**config.mk**
```make
export PLATFORM = sky130hd
export DESIGN_NAME = hazard_ctrl
export DESIGN_NICKNAME = d
export VERILOG_FILES = /design/src/rtl/hazard_ctrl.sv
export SDC_FILE = /design/constraint.sdc
export NUM_CORES = 1
export LEC_CHECK = 0
export ABC_AREA = 1
export ABC_CLOCK_PERIOD_IN_PS = 3600
export CAP_MARGIN = 20
export CELL_PAD_IN_SITES_DETAIL_PLACEMENT = 1
export CELL_PAD_IN_SITES_GLOBAL_PLACEMENT = 1
export CORE_ASPECT_RATIO = 0.6
export CORE_MARGIN = 2
export CORE_UTILIZATION = 30
export DETAILED_ROUTE_END_ITERATION = 8
export PLACE_DENSITY_LB_ADDON = 0.1
export SYNTH_ARGS = -nofsm -noshare
export SYNTH_HDL_FRONTEND = slang
export SYNTH_SLANG_ARGS = --single-unit
```
**constraint.sdc**
```tcl
create_clock -name clk -period 3.6 [get_ports clk]
set_input_delay 0.72 -clock clk [delete_from_list [all_inputs] [get_ports clk]]
set_output_delay 0.72 -clock clk [all_outputs]
set_load 0.02 [all_outputs]
```
**src/rtl/hazard_ctrl.sv**
```systemverilog
// hazard_ctrl: pipeline sequencing controller for the 5-stage MIPS core.
// Generates the PC / IF_ID / ID_EX / EX_MEM enables and flushes from
// load-use hazards, taken branches, data-memory wait and mult/div occupancy.
// Also owns the mult/div busy FSM and a saturating stall-cycle counter.
module hazard_ctrl #(
  parameter int MD_LATENCY = 32,  // cycles the mult/div unit stays busy (2..63)
  parameter int CNT_W      = 16   // width of stall_cycles
) (
  input  logic             clk,
  input  logic             rst,
  input  logic [4:0]       ID_rs,
  input  logic [4:0]       ID_rt,
  input  logic             ID_use_rs,
  input  logic             ID_use_rt,
  input  logic             ID_md_start,
  input  logic             ID_md_read,
  input  logic             EX_MemRead,
  input  logic [4:0]       EX_rt,
  input  logic             EX_branch_taken,
  input  logic             mem_stall,
  output logic             pc_en,
  output logic             IF_ID_en,
  output logic             IF_ID_flush,
  output logic             ID_EX_en,
  output logic             ID_EX_flush,
  output logic             EX_MEM_en,
  output logic             md_issue,
  output logic             md_busy,
  output logic [CNT_W-1:0] stall_cycles
);

  typedef enum logic {IDLE, BUSY} md_state_t;

  md_state_t   state, next_state;
  logic [5:0]  cnt, next_cnt;
  logic        lu, mh, go_md, hazard_stall;

  // Hazard detection: a load writing $0 never creates a dependency.
  always_comb begin
    lu = EX_MemRead && (EX_rt != 5'd0) &&
         ((ID_use_rs && (ID_rs == EX_rt)) || (ID_use_rt && (ID_rt == EX_rt)));
    mh = md_busy && (ID_md_start || ID_md_read);
    go_md = !rst && (state == IDLE) && ID_md_start && !lu &&
            !EX_branch_taken && !mem_stall;
    // A counted stall is the plain hazard case only: freeze and squash win.
    hazard_stall = !rst && !mem_stall && !EX_branch_taken && (lu || mh);
  end

  // Mult/div FSM state register; reset abandons any operation in flight.
  // NOTE: clocked state uses non-blocking (<=) so every register samples
  // pre-edge values; blocking (=) here would create ordering-dependent races.
  always_ff @(posedge clk) begin
    if (rst) begin
      state <= IDLE;
      cnt   <= 6'd0;
    end else begin
      state <= next_state;
      cnt   <= next_cnt;
    end
  end

  // Mult/div next state: the counter runs every cycle, even under mem_stall.
  // NOTE: every signal assigned here gets a default first, otherwise a path
  // that leaves it unassigned would infer a latch.
  always_comb begin
    next_state = state;
    next_cnt   = cnt;
    unique case (state)
      IDLE: begin
        if (go_md) begin
          next_state = BUSY;
          next_cnt   = 6'(MD_LATENCY - 1);
        end
      end
      BUSY: begin
        if (cnt == 6'd0) next_state = IDLE;
        else             next_cnt   = cnt - 6'd1;
      end
      default: next_state = IDLE;
    endcase
  end

  // Pipeline control outputs, in priority order: reset, freeze, squash, stall.
  always_comb begin
    pc_en       = 1'b1;
    IF_ID_en    = 1'b1;
    IF_ID_flush = 1'b0;
    ID_EX_en    = 1'b1;
    ID_EX_flush = 1'b0;
    EX_MEM_en   = 1'b1;
    md_issue    = 1'b0;
    md_busy     = !rst && (state == BUSY);
    if (rst) begin
      IF_ID_flush = 1'b1;
      ID_EX_flush = 1'b1;
    end else if (mem_stall) begin
      pc_en     = 1'b0;
      IF_ID_en  = 1'b0;
      ID_EX_en  = 1'b0;
      EX_MEM_en = 1'b0;
    end else if (EX_branch_taken) begin
      IF_ID_flush = 1'b1;
      ID_EX_flush = 1'b1;
    end else if (lu || mh) begin
      pc_en       = 1'b0;
      IF_ID_en    = 1'b0;
      ID_EX_flush = 1'b1;
    end else begin
      md_issue = go_md;
    end
  end

  // Saturating count of hazard stall cycles; holds at all-ones.
  always_ff @(posedge clk) begin
    if (rst)
      stall_cycles <= '0;
    else if (hazard_stall && (stall_cycles != {CNT_W{1'b1}}))
      stall_cycles <= stall_cycles + CNT_W'(1);
  end

endmodule

```
==> out/results.tsv <==
stage	metric	value	unit
die	IO Pins	48	
grt	first-pass GRT wire length	9100	um
drt	Post-Route WL	5330	um
layout	ANT cells	0	
yosys	largest family of logic cells by synthesized area	simple AND/OR/NAND/NOR gates	
critical_path	Top Family by Delay on Critical Path	buffers and inverters	
layout	Final nets	337	
die	chip width	101	um
layout	most frequent cells in the layout	66 x nand2_1, 47 x clkdlybuf4s50_1, 37 x inv_1	
grt	Global Route Usage Sum	0.181	
sta	Period Utilization, post-route	0.924	
pwr	Switch Pwr	0.152	mW
yosys	post-synthesis compound-gate area fraction	0.103	
critical_path	Critical Path RT	2.88	ns
clocking	Clock transition at path regs	0.09	ns
clocking	count of cells resized by post-cts repair	0	
drt	DRC Markers	0	
pwr	combinational power share	0.195	
pwr	peak supply drop	0.104	mV
sta	Slew Viols, Final	0	
flow_run	max_cap viols	0	
grt	number of global-route vias before repair	1768	
yosys	Mapped Area	1700	um^2
pwr	switching part of the total power	0.283	
drt	drt wl/cell	14.1	um
place	DP Wirelength	4150	um
sta	minimum clock period	3.33	ns
pwr	leakage	0.944	nW
yosys	Post-Synth Adder-Cell Area	0.0147	
drt	vias post-DR	1822	
die	initial core utilization	0.307	
clocking	CTS Buf Count	3	
critical_path	CP endpoint kind	output port	
die	core area	5520	um^2
yosys	mux share of post-synthesis cell area	0	
grt	global route overflow	0	
die	Die Ht	62.3	um
drt	DR pass1 iterations	4	
yosys	simple-gate share of the synthesized area	0.422	
clocking	TritonCTS Sinks	23	
drt	vias per inst	4.81	
pwr	Clk pwr share	0.321	
run_status	status	complete, no violations	
sta	setup tns final	0	ns
pwr	internal power	0.386	mW
critical_path	slowest CP cell	clkdlybuf4s50_1	
yosys	Distinct cells, synth	24	
yosys	syn_nets	289	
critical_path	crit-path cells	clkdlybuf4s50_1 -> inv_1 -> nand4_1 -> o21ai_0 -> inv_1 -> nand2_1 -> nand2_2 -> a21oi_1 -> clkdlybuf4s50_1	
clocking	Worst-Skew Late Latency	0.27	ns
drt	Routed Antenna Nets	0	
sta	Worst-Margin Slew	0.504	ns
place	DP Worst Slack	0.267	ns
yosys	Synth Register Bits	23	
layout	Layout area overhead	34.4	%
critical_path	CP Data Arrival Time	2.61	ns
layout	most common cell after layout, fill and taps aside	nand2_1	
yosys	Synthesis Warnings	0	
grt	largest net degree at the start of global routing	18	
yosys	synthesized area per cell	6.45	um^2
critical_path	Worst Setup Path Type	in -> out	
clocking	post-cts hold buffer count	0	
yosys	Post-Syn Instances	263	
place	RD Place Congestion	0.823	
clocking	postcts setup bufs	0	
grt	initial antenna violation count	0	
sta	RSZ-0062 raised after global routing	false	
clocking	htree depth	1	
sta	final-report hold violation count	0	
sta	Rel. slew slack	0.661	
worst_hold_path	worst hold path type	reg -> reg	
critical_path	Critical Path Start Type	input pin	
sta	Setup WS post-layout	0.273	ns
sta	final setup violation count	0	
clocking	CTS max path bufs	2	
pwr	PD cells	236	nW/um^2
die	die area	6290	um^2
critical_path	CP bufs+invs	4	
pwr	Flop pwr share	0.484	
yosys	sequential area share after synthesis	0.271	
yosys	XOR/XNOR Fraction of Synth Area	0.0723	
sta	Fin Clk Skew	0.00502	ns
clocking	CTS tree	done	
critical_path	maximum net fanout on the critical path	3	
clocking	clock root buffer	clkbuf_8	
drt	DR iter-0 viols	57	
layout	Final Util	0.413	
place	IO buf count	47	
critical_path	Critical Path Max Stage Delay	0.64	ns
sta	fmax	301	MHz
layout	share of cells above drive strength 1	0.106	
die	Core Rows	21	
==> synth_stat cells (all sizes together) <==
cell type | number | share of area
nand2 | 77 | 0.19
inv | 37 | 0.082
nor2 | 33 | 0.073
dfxtp | 23 | 0.27
a21oi | 20 | 0.079
nand4 | 19 | 0.079
nand3 | 15 | 0.052
xor2 | 10 | 0.052
nor3 | 6 | 0.027
buf | 5 | 0.027
o21ai | 5 | 0.015
clkbuf | 4 | 0.0088
xnor2 | 4 | 0.021
ha | 2 | 0.015
o31ai | 2 | 0.0088
nand3b | 1 | 0.0044
==> logic make-up (layout without fill, tap and decap cells) <==
logic type / after synthesis / count (layout)
compound gates: 27 / 27
xor+xnor: 14 / 14
fa+ha+maj: 2 / 2
buf+inv: 46 / 93
flops: 23 / 23
simple gates: 151 / 151
==> worst paths after layout <==
path | from | to | slack [ns] | cells past startpoint
worst min register to register | cnt[0] | cnt[0] | 0.49 | 2
worst max register to register | stall_cycles[1] | stall_cycles[0] | 1.54 | 8
worst max-delay path | EX_rt[1] | IF_ID_en | 0.27 | 9
worst min-delay path | cnt[0] | cnt[0] | 0.49 | 2
==> tightest hold or removal path: stages, from the launching register on <==
cell and delay, ns:
dfxtp_1 0.32, nand3_1 0.07, a21oi_1 0.05
==> state kept, by name, summed over array words and instances, names as in the netlist <==
register and cells:
stall_cycles 16, state 1, cnt 6
==> metal layers <==
metal	track usage	wire [um]
met5	0	0
met1	0.299	3090
met3	0.0360	203
met2	0.235	1980
met4	0.0372	47
==> area by class of cell <==
type / instances / area (um^2)
Sequential cell: 23 / 460
Inverter: 37 / 139
Multi-Input combinational cell: 194 / 1040
Clock inverter: 1 / 7.51
Tap cell: 69 / 86.3
Timing Repair Buffer: 52 / 508
Clock buffer: 3 / 41.3
Fill cell: 711 / 3240
==> power by group through the flow <==
stage	Clock, mW	Sequential, mW	Combinational, mW
6_report	0.173	0.260	0.105
5_1_grt	0.194	0.261	0.118
4_1_cts	0.183	0.260	0.105
3_5_place_dp	0	0.266	0.105
3_3_place_gp	0	0.266	0.103
2_1_floorplan	0	0.265	0.0539
==> stage by stage <==
stage | cells | cell area, um^2 | power, mW | hold slack, ns
after floorplan | 263 | 1700 | 0.319 | 0.460
after global placement | 375 | 2230 | 0.370 | 0.475
after detailed placement | 375 | 2230 | 0.371 | 0.477
after CTS | 379 | 2280 | 0.549 | 0.492
after global routing | 379 | 2280 | 0.573 | 0.521
final | 379 | 2280 | 0.538 | 0.487
No activity file was read; power rests on OpenSTA's default activity.
